===== config.mk =====
export PLATFORM = sky130hd
export DESIGN_NAME = lfo_rate_sequencer
export DESIGN_NICKNAME = d
export VERILOG_FILES = /design/src/rtl/lfo_rate_sequencer.sv
export SDC_FILE = /design/constraint.sdc
export NUM_CORES = 1
export LEC_CHECK = 0
export ABC_CLOCK_PERIOD_IN_PS = 4200
export CORE_MARGIN = 4
export CORE_UTILIZATION = 50
export DETAILED_ROUTE_END_ITERATION = 7
export GPL_TIMING_DRIVEN = 0
export PLACE_DENSITY = 0.81
export RECOVER_POWER = 100
export SYNTH_ARGS = -nofsm -noshare
export SYNTH_HDL_FRONTEND = slang
export SYNTH_SLANG_ARGS = --single-unit
export TNS_END_PERCENT = 20

===== constraint.sdc =====
create_clock -name i_clk -period 4.2 [get_ports i_clk]
set_input_delay 0.42 -clock i_clk [delete_from_list [all_inputs] [get_ports i_clk]]
set_output_delay 0.42 -clock i_clk [all_outputs]
set_load 0.02 [all_outputs]

===== src/rtl/lfo_rate_sequencer.sv =====
// Sequences the triangle LFO generator: owns start/frequency code and defers rate changes to turn points.
// Optional LFO_SEQ_STEP_EN adds i_rate_up/i_rate_down single-step request pulses.
module lfo_rate_sequencer (
   input  logic       i_clk,
   input  logic       i_rst,
   input  logic       i_enable,
   input  logic       i_req_valid,
   input  logic [2:0] i_req_freq,
`ifdef LFO_SEQ_STEP_EN
   input  logic       i_rate_up,
   input  logic       i_rate_down,
`endif
   output logic       o_req_ready,
   output logic       o_start,
   output logic [2:0] o_freq,
   output logic       o_turn,
   output logic       o_dir,
   output logic       o_commit
);

   typedef enum logic [1:0] {IDLE, RUN, PEND} state_t;

   state_t      state, state_n;
   logic [15:0] cnt, cnt_n;
   logic [2:0]  pending, pending_n, freq_n;
   logic        start_n, turn_n, dir_n, commit_n, ready_n;
   logic        req_take, at_turn;
   logic [2:0]  req_code;

   function automatic logic [15:0] half_max(input logic [2:0] code);
      case (code)
         3'd0:    half_max = 16'd50000;
         3'd1:    half_max = 16'd25000;
         3'd2:    half_max = 16'd16666;
         3'd3:    half_max = 16'd12500;
         3'd4:    half_max = 16'd10000;
         3'd5:    half_max = 16'd8333;
         3'd6:    half_max = 16'd7143;
         default: half_max = 16'd6250;
      endcase
   endfunction

`ifdef LFO_SEQ_STEP_EN
   logic [2:0] step_code;

   // A saturated step leaves the code unchanged, so it is dropped as an equal-code request.
   always_comb begin
      step_code = o_freq;
      if (i_rate_up && !i_rate_down && o_freq != 3'd7)
         step_code = o_freq + 3'd1;
      else if (i_rate_down && !i_rate_up && o_freq != 3'd0)
         step_code = o_freq - 3'd1;
   end

   assign req_take = o_req_ready & (i_req_valid | (i_rate_up ^ i_rate_down));
   assign req_code = i_req_valid ? i_req_freq : step_code;
`else
   assign req_take = o_req_ready & i_req_valid;
   assign req_code = i_req_freq;
`endif

   assign at_turn = (cnt == half_max(o_freq));

   always_comb begin
      state_n   = state;
      cnt_n     = cnt;
      pending_n = pending;
      freq_n    = o_freq;
      start_n   = o_start;
      turn_n    = 1'b0;
      dir_n     = o_dir;
      commit_n  = 1'b0;
      ready_n   = o_req_ready;
      case (state)
         IDLE: begin
            ready_n = 1'b1;
            cnt_n   = '0;
            start_n = 1'b0;
            if (req_take) begin
               freq_n   = req_code;
               commit_n = (req_code != o_freq);
            end
            if (i_enable) begin
               state_n = RUN;
               start_n = 1'b1;
               dir_n   = 1'b0;
            end
         end
         RUN, PEND: begin
            if (!i_enable) begin
               state_n   = IDLE;
               start_n   = 1'b0;
               cnt_n     = '0;
               dir_n     = 1'b0;
               pending_n = '0;
               ready_n   = 1'b1;
            end else begin
               cnt_n = cnt + 16'd1;
               if (at_turn) begin
                  cnt_n  = '0;
                  dir_n  = ~o_dir;
                  turn_n = 1'b1;
                  if (state == PEND) begin
                     freq_n   = pending;
                     commit_n = 1'b1;
                     state_n  = RUN;
                     ready_n  = 1'b1;
                  end
               end
               // Acceptance on a turn edge still compares against the old code and waits a full half-period.
               if (state == RUN && req_take && req_code != o_freq) begin
                  pending_n = req_code;
                  state_n   = PEND;
                  ready_n   = 1'b0;
               end
            end
         end
         default: state_n = IDLE;
      endcase
   end

   always_ff @(posedge i_clk or posedge i_rst) begin
      if (i_rst) begin
         state       <= IDLE;
         cnt         <= '0;
         pending     <= '0;
         o_freq      <= '0;
         o_start     <= 1'b0;
         o_turn      <= 1'b0;
         o_dir       <= 1'b0;
         o_commit    <= 1'b0;
         o_req_ready <= 1'b0;
      end else begin
         state       <= state_n;
         cnt         <= cnt_n;
         pending     <= pending_n;
         o_freq      <= freq_n;
         o_start     <= start_n;
         o_turn      <= turn_n;
         o_dir       <= dir_n;
         o_commit    <= commit_n;
         o_req_ready <= ready_n;
      end
   end

endmodule


# Yosys cells after proc, flatten, opt, wreduce, memory -nomap -nowiden
# Cells that the tools add are included.
# word_totals
rom_bits	0
out_inout_bits	8
n_memories	0
ramBits	0
latchBits	0
wordCells	81
in_bits	7
reg_bits	29
# classes
n_shift	0
n_reduce_logical	12
n_mul	0
n_lt_le_gt_ge	0
div_mod_pow	0
bitwise	2
n_eq_ne	20
n_mux	37
addsub	1
# op_table
operator	count
$pmux 16 s7	1
$mux 16	2
$pmux 16 s2	1
$mux 3	6
$add 16x1->16 const B	1
$eq 16x16->1	1
$mux 1	16
$ne 2x2->1 const B	6
$mux 2	5
$eq 3x3->1 const B	3
$reduce_and 3->1	3
$ne 4x4->1 const B	2
$pmux 1 s2	4
$eq 3x2->1 const B	2
$pmux 3 s2	1
$reduce_and 5->1	1
$pmux 2 s2	1
$reduce_and 2->1	2
$eq 3x1->1 const B	1
$logic_not 3->1	1
$ne 3x3->1	1
$ne 3x3->1 const B	1
$eq 2x1->1 const B	1
$eq 2x2->1 const B	1
other kinds (7)	8

# Depth between registers and ports, before layout
# Gate-level depths: netlist of the first run.
# logic_depth
word_depth	7
ltp_mapped	9
depth_no_buf	7

# Least setup slack after synthesis of the first run
# Ideal clock, no wire load.
# synth_path
path_kind	register -> register
startpoint	reg o_freq[2]
endpoint	reg o_freq[1]
arrival_ns	2.316
t_required_ns	4.075
path_stages_with_launch	9
n_path_buf	1
slack_ns	1.759
setup_time_ns	0.125
synth_period_minus_slack_ns	2.441
path_cell_list	dfrtp_1 -> buf_6 -> xor2_1 -> o311ai_2 -> o2111ai_1 -> nor3_2 -> nand4_2 -> a2111oi_4 -> mux2_4
# synth_via
elab_chain_cells	5
# synth_lines
item	line	rtl
start, declared	15	output logic [2:0] o_freq,
start signal, assigned	137	o_freq <= freq_n;
$eq 3x3->1 (tied with other cells)	31	case (code)
$pmux 16 s7 *	31	
$eq 16x16->1 *	62	assign at_turn = (cnt == half_max(o_freq));
$ne 2x2->1 (no line) *	n/a	
$reduce_and 5->1 (no line) *	n/a	
# Every way passes the cells marked *; elsewhere a longest branch is shown, timed or not.
# A chain may end at the register's enable or synchronous reset.

# Worst setup path in the final report of the first run
# layout_path
startpoint	reg o_freq[1]
endpoint	reg cnt[3]
# layout_via
elab_chain_cells	6
# layout_lines
item	line	rtl
$eq 3x3->1 (tied with other cells)	31	
$pmux 16 s7 *	31	
$eq 16x16->1 *	62	
$mux 16 *	99	if (at_turn) begin
$mux 16 *	90	if (!i_enable) begin
$pmux 16 s2 *	74	case (state)
end signal, assigned	135	cnt <= cnt_n;
end, declared	24	logic [15:0] cnt, cnt_n;
# Marked as above.

==> metrics.md, run 1 <==
| Metric | Value |
|---|---|
| Vias | `1828` |
| Num CTS Buffers | `5` |
| Worst-path fanout max | `10` |
| Core area | `4060 um^2` |
| Crit Path Category | `flip-flop to flip-flop` |
| Yosys warns | `0` |
| Fill cells | `359` |
| Max Slew Vio Count | `0` |
| Layout cell share with drive strength beyond 1 | `11.0%` |
| GRT Total Usage | `19.8%` |
| Die ar. | `5350 um^2` |
| # port buffers | `13` |
| Power per cell area | `581 nW/um^2` |
| Minimum clock period | `2.91 ns` |
| CP startpoint kind | `flip-flop` |
| DIE HEIGHT | `73.1 um` |
| Initial DRC Count | `141` |
| H-tree depth | `2` |
| Critical path endpoint category | `flip-flop` |
| Post-synthesis compound-gate area fraction | `18.0%` |
| Slew @ Worst Pin | `1.10 ns` |
| Final Util | `58.6%` |
| Final period utilization | `69.3%` |
| Fin Setup TNS | `0 ns` |
| Lkg Pwr | `0.947 nW` |
| GRT met2 Usage | `28.2%` |
| Max VDD drop | `0.353 mV` |
| ANT nets after route | `0` |
| Synth Instances | `242` |
| Fmax | `0.344 GHz` |
| Critical path arrival | `3.05 ns` |
| Reg2Reg Setup Slack | `1.29 ns` |
| Synth Net Count | `254` |
| DP Wirelength | `3460 um` |
| Max-Cap Viols | `0` |
| Clock transition at the registers of the reported paths | `0.06 ns` |
| Netlist Area Pre-Place | `2120 um^2` |
| Post-Synth Adder-Cell Area | `3.95%` |
| Mean routed wirelength per cell | `15.1 um` |
| Site row count | `23` |
| DRC | `0` |
| TritonCTS clock tree | `yes` |
| Synth Area in XOR/XNOR | `7.85%` |
| Simple-Gate Fraction of Synth Area | `23.1%` |
| Clock Root Buffer | `clkbuf_8` |
| Distinct cell type count after synthesis | `58` |
| Largest family of logic cells by synthesized area | `simple AND/OR/NAND/NOR gates` |
| Clock Skew | `0.00670 ns` |
| Reg2Reg Launch Point | `o_freq[1]$_DFFE_PP0P_` |
| Fin. Hold Viols | `0` |
| Pin count of the biggest net entering global routing | `30` |
| Multiplexer share of the synthesized area | `5.01%` |
| Met1 Use GR | `29.0%` |
| Seq/Total Area, Yosys | `34.2%` |
| Met3 GRT Util | `4.27%` |
| # setup viols final | `0` |
| Hold Path Stages | `1` |
| Post-synth EDFFs | `0` |
| RR Endpoint | `cnt[3]$_DFFE_PP0P_` |
| Detailed Routing Iterations Pass 1 | `5` |
| Hold path startpoint | `pending[0]$_DFFE_PP0P_` |
| Placer Congestion | `0.956` |
| Prevailing post-synth register cell | `dfrtp_1` |
| First-pass GRT wire length | `8180 um` |
| Async SR Flop Fraction | `100%` |
| Post-Syn Area per Cell | `8.76 um^2` |
| Ports | `15` |
| Post-CTS Setup Inserts | `0` |
| Starting Density | `52.3%` |
| Post-CTS sizing | `0` |
| Antenna diode count | `0` |
| Required time worst endpoint | `4.34 ns` |
| WHS Endpoint | `pending[0]$_DFFE_PP0P_` |
| Slew HR | `26.6%` |
| Unrepaired setup endpoints after global routing | `no` |
| Hold buffer count at CTS | `0` |
| Worst hold path type | `flip-flop to flip-flop` |
| Remaining global-route overflow | `0` |
| Status | `complete, no violations` |
| Layout Nets | `274` |
| Synthesis-to-layout area growth | `12.2%` |
| Total Wirelength | `4730 um` |
| Antenna violations before repair | `0` |
| FF+latch count, synth | `29` |
| GRT Max-Usage Layer | `met1` |
| Path depth of the worst reg2reg path | `9` |
| CTS Sinks | `29` |
| Vias per std cell | `5.84` |
| Clk buf depth | `2` |
| Vias in the first global route | `1676` |
| Die X-Extent | `73.1 um` |
| Clk Latency, worst-skew pair | `0.28 ns` |
-- layer usage --
metal | routed length [um] | up-vias
met5 | 0 | -
met4 | 65 | 0
met3 | 339 | 7
met2 | 2090 | 60
met1 | 2230 | 868
li1 | - | 893
-- cells by family (layout without fill, tap and decap cells) --
group | Yosys count | after routing
buffers and inverters | 28 | 49
and+or+nand+nor | 96 | 96
DFF | 29 | 29
xor gates and xnor gates | 19 | 19
muxes | 10 | 10
AOI/OAI and AO/OA | 53 | 53
adders and majority gates | 7 | 7
-- Yosys cell counts, types with 2 or more instances --
cell type	count	share of area, %
buf_6	3	1.6
a31oi_1	4	1.2
nand4_1	5	1.5
nor3_1	6	1.4
o21ai_0	15	3.5
a21oi_1	8	1.9
a22o_1	3	1.2
mux2i_1	8	3.8
inv_1	12	2.1
and3_1	4	1.2
nor4_1	2	0.59
xor2_1	8	3.3
xnor2_1	11	4.5
ha_1	5	2.9
nand3_1	12	2.8
o21ai_2	2	0.83
a211oi_1	2	0.71
nor3b_2	2	1.2
o21ai_1	3	0.71
nand4b_1	2	0.83
clkbuf_1	5	0.89
nor3_2	2	0.94
dfrtp_1	29	34
a211o_1	2	0.83
buf_2	4	0.94
nand2_1	22	3.9
nand2b_1	3	0.89
nor2_1	28	5.0
-- stage by stage --
| stage | power [mW] | area, um^2 | instances | worst slack, ns | hold WS (ns) |
|---|---|---|---|---|---|
| 2_1_floorplan | 0.994 | 2120 | 242 | 1.76 | 0.466 |
| 3_3_place_gp | 1.17 | 2310 | 305 | 1.62 | 0.487 |
| 3_5_place_dp | 1.18 | 2310 | 305 | 1.57 | 0.492 |
| 4_1_cts | 1.41 | 2390 | 313 | 1.55 | 0.511 |
| 5_1_grt | 1.49 | 2380 | 313 | 0.963 | 0.535 |
| 6_report | 1.38 | 2380 | 313 | 1.29 | 0.513 |
-- sequential cells by signal, summed over array words and instances (netlist names) --
register     flops
cnt             16
o_freq           3
pending          3
state            2
o_commit         1
o_dir            1
o_req_ready      1
o_start          1
o_turn           1
-- how the worst max path moves through the flow --
stage,to,start
6_report,cnt[3]$_DFFE_PP0P_,o_freq[1]$_DFFE_PP0P_
5_1_grt,cnt[4]$_DFFE_PP0P_,o_freq[1]$_DFFE_PP0P_
4_1_cts,cnt[3]$_DFFE_PP0P_,o_freq[1]$_DFFE_PP0P_
3_5_place_dp,cnt[3]$_DFFE_PP0P_,o_freq[1]$_DFFE_PP0P_
3_3_place_gp,cnt[3]$_DFFE_PP0P_,o_freq[1]$_DFFE_PP0P_
2_1_floorplan,o_freq[1]$_DFFE_PP0P_,o_freq[2]$_DFFE_PP0P_
-- cell usage in the layout (no fill, tap or decap), types with 6 or more instances in the layout --
cell type,netlist,layout
nand2_1,22,22
nand3_1,12,12
dfrtp_1,29,29
clkbuf_1,5,10
nand4_1,5,6
a21oi_1,8,8
xor2_1,8,8
o21ai_0,15,15
xnor2_1,11,11
dlygate4sd3_1,0,9
nor2_1,28,28
nor3_1,6,6
mux2i_1,8,8
inv_1,12,12
-- power breakdown --
group / switching, mW / internal, mW / total, mW
sequential: 0.0502 / 0.329 / 0.379
combinational: 0.449 / 0.331 / 0.780
clock: 0.104 / 0.117 / 0.221
total: 0.603 / 0.778 / 1.38
-- worst max-delay path, stage by stage, from the launching register on --
cell and delay (ns):
dfrtp_1 0.51, clkbuf_1 0.43, o21ai_0 0.19, o21ai_0 0.11
o21ai_0 0.15, nor4_1 0.20, nand4_1 0.27, a21oi_1 0.41
clkbuf_1 0.40, nor2_1 0.10
-- layout make-up --
type,instances,area [um^2],area share (%)
multi-input cells,185,1220,51.2
flip-flops and latches,29,726,30.5
repair buffers,13,130,5.47
plain buffers,15,108,4.52
clock buffers,8,80.1,3.37
well taps,50,62.6,2.63
inverters,13,53.8,2.26
(Power assumes the default switching activity.)
==> inputs of run 2 (changes only) <==
- ABC_CLOCK_PERIOD_IN_PS: 4200 -> 3050
- clock period: 4.2 -> 3.05 ns (I/O delays scaled with it)
==> run 2 against run 1 <==
Sequential power rose by 38%. Total power up 38%. Core utilization is 0.093 points higher. Sequential share of layout area is essentially flat. Worst hold slack got worse by 0.10 ns. Final cell count is the same. Flip-flop and latch count did not move. Non-clock buffer count unchanged. Routed wire length up 0.70%. Via count shrank 0.22%. Die area stayed put. Largest power group unchanged.
==> metrics.md, run 2 (same netlist as run 1, synthesis figures left out) <==
| Metric | Value |
|---|---|
| Detailed Routing Iterations Pass 1 | `5` |
| Most frequent cells in the layout | `dfrtp_1 (29), nor2_1 (28), nand2_1 (22)` |
| Critical path arrival | `2.88 ns` |
| Fin Hold WS | `0.409 ns` |
| Die X-Extent | `73.1 um` |
| Fin Setup TNS | `0 ns` |
| Total Wirelength | `4760 um` |
| # port buffers | `13` |
| Antenna diode count | `0` |
| CTS Sinks | `29` |
| Commonest non-fill, non-tap cell in the layout | `dfrtp_1` |
| Clock Root Buffer | `clkbuf_8` |
| Vias in the first global route | `1676` |
| Placed instance area | `2310 um^2` |
| Ports | `15` |
| Hold path startpoint | `i_enable` |
| Storage cell area | `726 um^2` |
| Fill cells | `360` |
| Remaining global-route overflow | `0` |
| Power per cell area | `803 nW/um^2` |
| Die ar. | `5350 um^2` |
| Most common cell on crit path | `o21ai_0` |
| CP peak stage delay | `0.49 ns` |
| Pin count of the biggest net entering global routing | `30` |
| Reg2Reg Launch Point | `o_freq[1]$_DFFE_PP0P_` |
| Worst hold path type | `input port to flip-flop` |
| Clk buf depth | `2` |
| Status | `complete, no violations` |
| Max VDD drop | `0.490 mV` |
| CP top delay family | `compound AO/OA/AOI/OAI gates` |
| Clk Latency, worst-skew pair | `0.28 ns` |
| Critical path endpoint category | `flip-flop` |
| Vias | `1824` |
| Initial DRC Count | `146` |
| Most flop-heavy register | `cnt` |
| H-tree depth | `2` |
| Final Util | `58.7%` |
| Slew @ Worst Pin | `1.10 ns` |
| Layout Nets | `274` |
| Slowest CP cell | `dfrtp_1` |
| Clock transition at the registers of the reported paths | `0.06 ns` |
| Top Registers | `cnt x16, o_freq x3, pending x3` |
| Fin. Hold Viols | `0` |
| Starting Density | `52.3%` |
| Vias per std cell | `5.83` |
| Finished Cell Area | `2380 um^2` |
| Max-Cap Viols | `0` |
| Mean routed wirelength per cell | `15.2 um` |
| GRT Total Usage | `19.8%` |
| Site row count | `23` |
| Max Slew Vio Count | `0` |
| Layout cell share with drive strength beyond 1 | `11.4%` |
| First-pass GRT wire length | `8180 um` |
| Minimum clock period | `2.72 ns` |
| # setup viols final | `0` |
| Slew HR | `26.6%` |
| DIE HEIGHT | `73.1 um` |
| Post-CTS sizing | `0` |
| Final period utilization | `89.1%` |
| TritonCTS clock tree | `yes` |
| Hold buffer count at CTS | `0` |
| Antenna violations before repair | `0` |
| Post-CTS Setup Inserts | `0` |
| Worst setup path startpoint | `o_freq[1]$_DFFE_PP0P_` |
| Total power | `1.91 mW` |
| Unrepaired setup endpoints after global routing | `no` |
| CP startpoint kind | `flip-flop` |
| Lkg Pwr | `0.952 nW` |
| CP cell instances | `buf_6, maj3_1, o21ai_0, o21ai_0, nor4_1, nand4_1, a21oi_1, clkbuf_2, nor2_1` |
| Max FFs per register | `16` |
| DRC | `0` |
| Crit Path Category | `flip-flop to flip-flop` |
| Num CTS Buffers | `5` |
| Fmax | `0.368 GHz` |
| Synthesis-to-layout area growth | `12.3%` |
| Placer Congestion | `0.956` |
| Required time worst endpoint | `3.21 ns` |
| ANT nets after route | `0` |
| CP bufs+invs | `2` |
| Core area | `4060 um^2` |
| DP Wirelength | `3460 um` |
| Multi-input logic area | `1220 um^2` |
| Clock Skew | `0.00671 ns` |
| Worst-path fanout max | `10` |
-- run 2: area by class of cell --
cell class	count	share of cell area, %
inverter	13	2.26
multi-input combinational	185	51.1
tap	50	2.63
sequential	29	30.5
clock buffer	8	3.36
buffer	15	4.73
timing repair buffer	13	5.46
-- run 2: where the power goes --
part,total (mW),internal (mW),switching [mW]
registers,0.523,0.453,0.0700
logic,1.08,0.462,0.620
clock network,0.306,0.162,0.145
-- run 2: final timing paths --
| check | end | slack [ns] | cells after the start |
|---|---|---|---|
| max | cnt[3]$_DFFE_PP0P_ | 0.33 | 9 |
| min | o_start$_DFFE_PP0P_ | 0.41 | 3 |
| max reg2reg | cnt[3]$_DFFE_PP0P_ | 0.33 | 9 |
| min reg2reg | pending[0]$_DFFE_PP0P_ | 0.51 | 1 |
| max in group asynchronous | cnt[2]$_DFFE_PP0P_ | 1.65 | 2 |
| min in group asynchronous | cnt[7]$_DFFE_PP0P_ | 0.74 | 2 |
-- run 2: worst min-delay path, cell delays in order --
cell,delay (ns)
clkbuf_1,0.17
nand2_1,0.09
o21ai_0,0.07
-- run 2: per-layer routing --
layer | vias up | share of wire (%) | global-route usage [%]
met5 | - | 0 | 0
met4 | 0 | 1.4 | 7.99
met3 | 9 | 7.7 | 4.27
met2 | 62 | 44 | 28.2
met1 | 858 | 47 | 29.0
li1 | 895 | - | -
-- run 2: stage by stage --
stage | worst slack [ns] | instances
global placement | 0.474 | 305
floorplan | 0.609 | 242
detailed placement | 0.425 | 305
finish | 0.333 | 313
global route | 0.118 | 313
CTS | 0.405 | 313
==> inputs of run 3 (changes only) <==
- SLEW_MARGIN: default -> 20
==> results of run 3 <==
The final DEF is identical to that of run 2; final timing and power are the same.
